## src/rtl/motor_cmd_sequencer.sv

```systemverilog
// Purpose : omni-wheel motor command sequencer; maps 4-bit move codes to per-motor
//           direction pairs, inserts coast dead-time on reversal, drives duty-cycle PWM.
// Latency : dir follows an accepted command 1 cycle later, or DEAD_CYC+1 cycles later
//           when any motor reverses; a new duty takes effect at the next PWM wrap.
// Backpressure: cmd_ready is low only during the dead-time; offered commands are held off.
//
// Optional feature: define MOTOR_WATCHDOG_EN to enable the command watchdog
// (drops to IDLE after WD_CYC cycles in RUN without an accepted command).
//
// Ports:
//   clk        clock
//   rst        asynchronous active-high reset
//   cmd_valid  command valid
//   cmd_ready  command ready (accept = cmd_valid & cmd_ready)
//   cmd_move   4-bit movement code (pattern table index)
//   cmd_duty   requested PWM duty
//   dir        per motor {in1,in0}: 01 fwd, 10 rev, 00 coast
//   pwm        per motor PWM enable
//   busy       high while coasting through dead-time
//   wd_trip    sticky watchdog flag (tied 0 without MOTOR_WATCHDOG_EN)

module motor_cmd_sequencer #(
    parameter int N_MOTORS = 4,
    parameter int PWM_W    = 8,
    parameter int DEAD_CYC = 16,
    parameter int WD_CYC   = 1000000
) (
    input  logic                  clk,
    input  logic                  rst,
    input  logic                  cmd_valid,
    output logic                  cmd_ready,
    input  logic [3:0]            cmd_move,
    input  logic [PWM_W-1:0]      cmd_duty,
    output logic [2*N_MOTORS-1:0] dir,
    output logic [N_MOTORS-1:0]   pwm,
    output logic                  busy,
    output logic                  wd_trip
);

    // Only the table slots actually driven by some motor take part in reversal detection.
    localparam int N_SLOTS = (N_MOTORS < 4) ? N_MOTORS : 4;
    localparam int DC_W    = $clog2(DEAD_CYC + 1);

    typedef enum logic [1:0] {
        S_IDLE = 2'd0,
        S_RUN  = 2'd1,
        S_DEAD = 2'd2
    } state_t;

    state_t                r_state;
    state_t                w_state_nxt;

    logic [7:0]            r_active_pat;
    logic [7:0]            r_pend_pat;
    logic [PWM_W-1:0]      r_pend_duty;
    logic [PWM_W-1:0]      r_shadow_duty;
    logic [PWM_W-1:0]      r_active_duty;
    logic [PWM_W-1:0]      r_cnt;
    logic [DC_W-1:0]       r_dead_cnt;

    logic                  w_accept;
    logic [7:0]            w_new_pat;
    logic                  w_reversal;
    logic                  w_dead_done;
    logic                  w_wrap;
    logic                  w_wd_expire;
    logic [2*N_MOTORS-1:0] w_dir;
    logic [N_MOTORS-1:0]   w_pwm;

    // Move code -> 8-bit pattern, two bits per table slot. Code F is idle.
    function automatic logic [7:0] f_pattern(input logic [3:0] code);
        logic [7:0] pat;
        case (code)
            4'h0:    pat = 8'h00;
            4'h1:    pat = 8'h55;
            4'h2:    pat = 8'hAA;
            4'h3:    pat = 8'h69;
            4'h4:    pat = 8'h96;
            4'h5:    pat = 8'h41;
            4'h6:    pat = 8'h28;
            4'h7:    pat = 8'h82;
            4'h8:    pat = 8'h14;
            4'h9:    pat = 8'h11;
            4'hA:    pat = 8'h44;
            4'hB:    pat = 8'h05;
            4'hC:    pat = 8'h0A;
            4'hD:    pat = 8'h99;
            4'hE:    pat = 8'h66;
            default: pat = 8'h00;
        endcase
        return pat;
    endfunction

    assign cmd_ready   = (r_state != S_DEAD);
    assign busy        = (r_state == S_DEAD);
    assign w_accept    = cmd_valid && cmd_ready;
    assign w_new_pat   = f_pattern(cmd_move);
    assign w_dead_done = (r_state == S_DEAD) && (r_dead_cnt == '0);
    assign w_wrap      = (r_cnt == '1);

    // A reversal is a motor going directly between fwd and rev; starting from or
    // stopping to coast needs no dead-time.
    always_comb begin
        w_reversal = 1'b0;
        for (int k = 0; k < N_SLOTS; k++) begin
            if ((r_active_pat[2*k +: 2] != 2'b00) &&
                (w_new_pat[2*k +: 2] != 2'b00) &&
                (r_active_pat[2*k +: 2] != w_new_pat[2*k +: 2])) begin
                w_reversal = 1'b1;
            end
        end
    end

    // ------------------------------------------------------------------
    // FSM
    // ------------------------------------------------------------------
    always_ff @(posedge clk or posedge rst) begin
        if (rst) begin
            r_state <= S_IDLE;
        end else begin
            r_state <= w_state_nxt;
        end
    end

    always_comb begin
        w_state_nxt = r_state;
        case (r_state)
            S_IDLE, S_RUN: begin
                if (w_accept) begin
                    if (w_reversal) begin
                        w_state_nxt = S_DEAD;
                    end else if (w_new_pat == 8'h00) begin
                        w_state_nxt = S_IDLE;
                    end else begin
                        w_state_nxt = S_RUN;
                    end
                end else if (w_wd_expire) begin
                    w_state_nxt = S_IDLE;
                end
            end
            S_DEAD: begin
                // A pending pattern always has a driven motor, so DEAD exits to RUN.
                if (w_dead_done) begin
                    w_state_nxt = S_RUN;
                end
            end
            default: w_state_nxt = S_IDLE;
        endcase
    end

    // ------------------------------------------------------------------
    // Pattern / duty / dead-time datapath
    // ------------------------------------------------------------------
    always_ff @(posedge clk or posedge rst) begin
        if (rst) begin
            r_active_pat  <= '0;
            r_pend_pat    <= '0;
            r_pend_duty   <= '0;
            r_shadow_duty <= '0;
            r_active_duty <= '0;
            r_cnt         <= '0;
            r_dead_cnt    <= '0;
        end else begin
            r_cnt <= r_cnt + 1'b1;

            // Duty only changes at the period boundary so no PWM pulse is ever truncated.
            if (w_wrap) begin
                r_active_duty <= r_shadow_duty;
            end

            if (w_accept && !w_reversal) begin
                r_active_pat  <= w_new_pat;
                r_shadow_duty <= cmd_duty;
            end else if (w_accept) begin
                r_pend_pat  <= w_new_pat;
                r_pend_duty <= cmd_duty;
                // Counts DEAD_CYC-1 down to 0: exactly DEAD_CYC cycles in DEAD.
                r_dead_cnt  <= DC_W'(DEAD_CYC - 1);
            end else if (w_dead_done) begin
                r_active_pat  <= r_pend_pat;
                r_shadow_duty <= r_pend_duty;
            end else if (w_wd_expire) begin
                // Motors are coasting after a trip; clear so the next command needs no dead-time.
                r_active_pat <= '0;
            end

            if ((r_state == S_DEAD) && (r_dead_cnt != '0)) begin
                r_dead_cnt <= r_dead_cnt - 1'b1;
            end
        end
    end

    // ------------------------------------------------------------------
    // Outputs: dir is forced to coast outside RUN, pwm is gated by dir.
    // ------------------------------------------------------------------
    always_comb begin
        w_dir = '0;
        w_pwm = '0;
        for (int i = 0; i < N_MOTORS; i++) begin
            if (r_state == S_RUN) begin
                w_dir[2*i +: 2] = r_active_pat[2*(i%4) +: 2];
            end
            w_pwm[i] = (r_cnt < r_active_duty) && (w_dir[2*i +: 2] != 2'b00);
        end
    end

    assign dir = w_dir;
    assign pwm = w_pwm;

    // ------------------------------------------------------------------
    // Watchdog
    // ------------------------------------------------------------------
`ifdef MOTOR_WATCHDOG_EN
    localparam int WD_W = $clog2(WD_CYC + 1);

    logic [WD_W-1:0] r_wd_cnt;
    logic            r_wd_trip;

    // The counter holds at WD_CYC-1, which means WD_CYC cycles have passed since
    // the last accept. An accept in the same cycle takes priority over the trip.
    assign w_wd_expire = (r_state == S_RUN) && !w_accept &&
                         (r_wd_cnt == WD_W'(WD_CYC - 1));

    always_ff @(posedge clk or posedge rst) begin
        if (rst) begin
            r_wd_cnt  <= '0;
            r_wd_trip <= 1'b0;
        end else if (w_accept) begin
            r_wd_cnt  <= '0;
            r_wd_trip <= 1'b0;
        end else begin
            if (r_wd_cnt != WD_W'(WD_CYC - 1)) begin
                r_wd_cnt <= r_wd_cnt + 1'b1;
            end
            if (w_wd_expire) begin
                r_wd_trip <= 1'b1;
            end
        end
    end

    assign wd_trip = r_wd_trip;
`else
    assign w_wd_expire = 1'b0;
    assign wd_trip     = 1'b0;
`endif

endmodule

```

## config.mk

```make
export PLATFORM = sky130hd
export DESIGN_NAME = motor_cmd_sequencer
export DESIGN_NICKNAME = d
export VERILOG_FILES = /design/src/rtl/motor_cmd_sequencer.sv
export SDC_FILE = /design/constraint.sdc
export NUM_CORES = 1
export LEC_CHECK = 0
export BUFFER_PORTS_ARGS = -buffer_cell sky130_fd_sc_hd__buf_2
export CORE_MARGIN = 1.5
export CORE_UTILIZATION = 46
export CTS_BUF_LIST = sky130_fd_sc_hd__clkbuf_16
export DETAILED_ROUTE_END_ITERATION = 12
export HOLD_SLACK_MARGIN = 0.15
export PLACE_DENSITY = 0.62
export SYNTH_ARGS = -nofsm -noshare
export SYNTH_HDL_FRONTEND = slang
export SYNTH_SLANG_ARGS = --single-unit
```

## constraint.sdc

```tcl
create_clock -name clk -period 3.2 [get_ports clk]
set_clock_uncertainty 0.05 [all_clocks]
set_input_delay 0.96 -clock clk [delete_from_list [all_inputs] [get_ports clk]]
set_output_delay 0.96 -clock clk [all_outputs]
set_load 0.01 [all_outputs]
```

Word level (Yosys, flattened, before mapping)
Memory sizes are Yosys's and may differ from the RTL's.
Cells that the tools add are included.
Storage, ports and cells
  memory bits (read-only): 128
  output and inout bits: 15
  register bits after elaboration: 55
  bits in latches: 0
  memories kept: 1
  RAM bits: 0
  word-level logic and storage cells: 87
  input port bits: 15
Memories
  (no name shown): words 16, width 8, rd ports 1, clocked after memory_dff 0, wr ports 0, line 73  | case (code)
Cells by class
  shifts and indexed selects: 0
  equal/unequal tests: 12
  multiplexer cells: 22
  add/subtract/negate cells: 2
  multipliers: 0
  bitwise gates (word level): 1
  reductions and logical operators: 40
  $lt $le $gt $ge: 1
  divide/modulo/power cells: 0
Operators by type and width (count)
  8-bit two-way mux: 6
  2-bit nonzero test: 14
  1-bit logical AND: 16
  5-bit two-way mux: 3
  2-bit two-way mux: 7
  8-bit by 1-bit adder with 8-bit output, second input constant: 1
  8-bit equality test, second input constant: 1
  8-bit zero test: 1
  8-bit less-than comparator: 1
  2-bit != test: 4
  2-bit AND reduction: 4
  2-bit by 1-bit != test with 1-bit output, second input constant: 3
  5-bit zero test: 1
  1-bit two-way mux: 5
  5-bit nonzero test: 1
  5-bit by 1-bit subtractor with 5-bit output, second input constant: 1
  2-bit != test, second input constant: 2
  2-bit one-hot mux with 2 select lines: 1
  2-bit by 1-bit equality test with 1-bit output, second input constant: 1
  2-bit equality test, second input constant: 1
  2-bit zero test: 1
  2-bit OR reduction: 1
  1-bit zero test: 1
  1-bit inverter: 1

Logic depth before layout (Yosys ltp)
An unclocked memory read counts as a cell.
  depth after elaboration: 12
  gate-level depth with buffers: 11
  gate-level depth less buffers: 8

Least setup slack after synthesis
Ideal clock, no wire load.
  path type: input-to-reg
  start point: in cmd_move[1]
  end point: reg r_pend_duty[0]
  path buffers: 2
  setup time: 125 ps
  data arrival time: 3162 ps
  path slack: -137 ps
  required time: 3025 ps
  stages: 9
  path through: clkbuf_1 > inv_1 > ha_1 > mux4_2 > and3_4 > nor4_4 > a21bo_2 > buf_6 > mux2_2
Between the ends
  cells in the longest elaborated chain, start to end: 12
  elaborated cells between the ends (all ways): 25
  those cells by class: 4 x eq/ne; 4 x mux; 1 x bitwise; 15 x reduce/logical; 1 x memory
Ends and longest elaborated chain
  start, declared: line 32  | input logic [3:0] cmd_move,
  memory 16 x 8 bit *
  2-bit nonzero test: line 107  | (w_new_pat[2*k +: 2] != 2'b00) &&
  1-bit logical AND: line 106  | if ((r_active_pat[2*k +: 2] != 2'b00) &&
  1-bit logical AND: line 107
  1-bit two-way mux (3 in series): line 106
  1-bit two-way mux *: line 106
  1-bit zero test *: line 171  | if (w_accept && !w_reversal) begin
  1-bit logical AND *: line 171
  1-bit inverter (no line) *
  2-bit AND reduction (no line) *
  end signal, assigned: line 176  | r_pend_duty <= cmd_duty;
  end, declared: line 55  | logic [PWM_W-1:0] r_pend_duty;
Mark *: on every way between the ends. The rest lies on a longest branch, timed or not.
A chain may end at the register's enable or synchronous reset.

Worst setup path after layout
  start point: reg r_cnt[1]
  end point: out pwm[2]
Between the ends
  cells in the longest elaborated chain, start to end: 2
Ends and longest elaborated chain
  start, declared: line 58  | logic [PWM_W-1:0] r_cnt;
  start signal, assigned: line 164  | r_cnt <= r_cnt + 1'b1;
  8-bit less-than comparator: line 203  | w_pwm[i] = (r_cnt < r_active_duty) && (w_dir[2*i +: 2] != 2'b00);
  1-bit logical AND: line 203
  end, declared: line 35  | output logic [N_MOTORS-1:0] pwm,
Every way passes these cells.

==> results.toml <==
[sta]
rsz0062_at_grt = "false"
fmax_ghz = 0.328
maxSlewViolCount = 0
worst-slew-pin-transition_ns = 0.699
hold_viol_final = 0
slew_headroom_pct = 53.4
period_share_pct = 95.2
setup_tns_ns = 0
min_period_ns = 3.05
setup_violations = 0

[grt]
grt_pass1_wl_um = 11000
antenna_found_initial = 0
grt-ovfl-total = 0
grt_pass1_vias = 2270
grt_max_degree = 32
grt.total_usage_pct = 19.4

[layout]
final_core_util_pct = 55.7
num_antenna_cells = 0
nNetsFinal = 370
fin_cells = 420
layout-drive-gt1-share_pct = 25.4
final.fill_count = 591
area_growth_pct = 16.3

[clock_network]
h-tree-depth = 2
clock_path_buffers = 2
clk_pin_slew_ns = 0.07
cts_tree = "done"
ctsHoldBuffers = 0
cts_sinks = 55
cts_buffers = 5
clk_latency_ns = 0.29
cts-root-buf = "clkbuf_16"

[worst_setup_path]
path_max_fanout = 4
reg2reg_depth = 5
endpoint_kind = "primary output"
cp.arrival_ns = 2.04
critPathRequiredTime_ns = 2.19
path_class = "register to primary output"
start_kind = "register"

[synthesis]
syn_area_per_cell_um2 = 10.3
syn_area_um2 = 3060
ys_warn_count = 0
syn-num-nets = 326
synth_cell_types = 53
synth_flop_cell = "dfrtp_1"
ys_ff_latch = 55
netlist_instances = 298
yosysSeqAreaShare_pct = 45.0
synth-edff-count = 0
async_flop_share_pct = 100

[run_status]
outcome = "complete, no violations"

[routing]
drc = 0
ant_nets = 0
met2WireLength_um = 2900
drt_pass1_iterations = 4
routedWlPerCell_um = 15.3
m1WireLength_um = 3200
dr_wl_met3_um = 219
drt_iter0_drc = 140
top_layer_used = "met4"
routed_via_density = 5.57
vias = 2339
totalWireLength_um = 6430

[placement]
hpwl_um = 4890
routabilityCongestion = 0.854
dp_cells = 412
port_buffers = 28

[die]
coreArea_um2 = 6390
fp.dieArea_um2 = 7150
start_util_pct = 47.9
fp.dieH_um = 84.6
die_w_um = 84.6
rows = 29
io_pins = 30

[min_path]
hold_class = "register to register"
hold_depth = 2

[power]
p_per_area_nw_per_um2 = 712
leakage_nw = 1.71
power_mw = 2.53
peakVddDrop_mv = 0.457

[run]
cap_violations = 0
## registers in the layout, indices dropped and copies added, names as in the netlist
name	flops
r_active_duty	8
r_active_pat	8
r_shadow_duty	8
r_dead_cnt	5
r_cnt	8
r_pend_duty	8
r_state	2
r_pend_pat	8
## cells in the mapped netlist (6+ instances only)
library cell	count	area (µm²)
a21oi_1	8	40.0
a221o_1	9	90.1
a31oi_1	10	62.6
and2_1	10	62.6
clkbuf_1	8	30.0
dfrtp_1	55	1380
ha_1	13	163
inv_1	20	75.1
mux2_1	6	67.6
mux2_2	13	146
mux2i_1	10	100
nand2_1	31	116
nand2b_1	8	50.1
nor2_1	12	45.0
nor3_1	6	30.0
o21ai_0	12	60.1
## logic make-up after synthesis
group                      synth area share, %
AOI/OAI and AO/OA                         15.7
adders and majority gates                 5.32
DFF                                       45.0
muxes                                     11.0
other                                    0.123
and+or+nand+nor                           15.1
xor gates and xnor gates                  1.72
buffers and inverters                     6.09
## repair_timing
action                     CTS  global route
setup endpoints to repair    4             4
cloned                       0             0
setup buffers                0             0
gates resized for setup      1             2
## stage by stage
step           instance area (µm²)  setup slack [ns]  hold WS (ns)
2_1_floorplan                 3060            0.0302         0.398
5_1_grt                       3560            0.0176         0.458
6_report                      3560             0.155         0.430
3_3_place_gp                  3410          -0.00771         0.411
4_1_cts                       3550            0.0447         0.432
3_5_place_dp                  3410           -0.0896         0.415
## area by class of cell
type	instances	area, µm²	area share, %
Multi-Input combinational cell	204	1510	42.4
Sequential cell	55	1380	38.7
Timing Repair Buffer	56	363	10.2
Clock buffer	5	125	3.52
Tap cell	77	96.3	2.71
Inverter	20	75.1	2.11
Clock inverter	3	15.0	0.422
## worst max-delay path, stage by stage, from the launching register on
cell	delay, ns
dfrtp_1	0.41
ha_1	0.28
a21o_1	0.16
a21o_1	0.18
a211oi_2	0.23
o21ai_2	0.14
a2bb2oi_1	0.18
buf_2	0.16
## routing by layer
layer	vias to the layer above	GRT usage [%]
met4	0	5.57
met2	46	30.1
met5	-	0
met3	10	3.93
met1	1136	27.8
li1	1147	-
## cells in the final DEF (no fill, tap or decap), types with 3 or more instances in the layout
master,count
nor2_1,12
nor3_1,6
a2bb2oi_1,4
buf_2,28
ha_1,12
nand4_1,3
buf_4,27
a31oi_1,10
mux2_2,13
o21ai_0,11
dfrtp_1,55
xnor2_1,4
inv_1,19
o21a_1,3
and3_1,3
nand2_1,31
nand3_1,3
clkbuf_16,5
a221o_1,9
a21oi_1,8
o211ai_1,3
mux2i_1,10
and2_1,10
nand2b_1,8
mux2_1,6
## power breakdown
part | leakage, nW | internal (mW) | total, mW | switching [mW]
registers | 0.683 | 0.926 | 1.08 | 0.150
logic | 0.965 | 0.479 | 0.930 | 0.451
clock network | 0.0649 | 0.285 | 0.527 | 0.242
## path summary, 6_finish.rpt
path	endpoint	slack [ns]	start
hold / removal	r_active_duty[3]	0.43	r_shadow_duty[3]
setup reg to reg	r_pend_pat[1]	1.04	r_state[1]
hold reg to reg	r_active_duty[3]	0.43	r_shadow_duty[3]
min in group asynchronous	r_dead_cnt[2]	0.71	rst
max in group asynchronous	r_pend_duty[3]	1.75	rst
setup / recovery	pwm[2]	0.15	r_cnt[1]
Note: power is estimated with default switching activity, not from simulation.
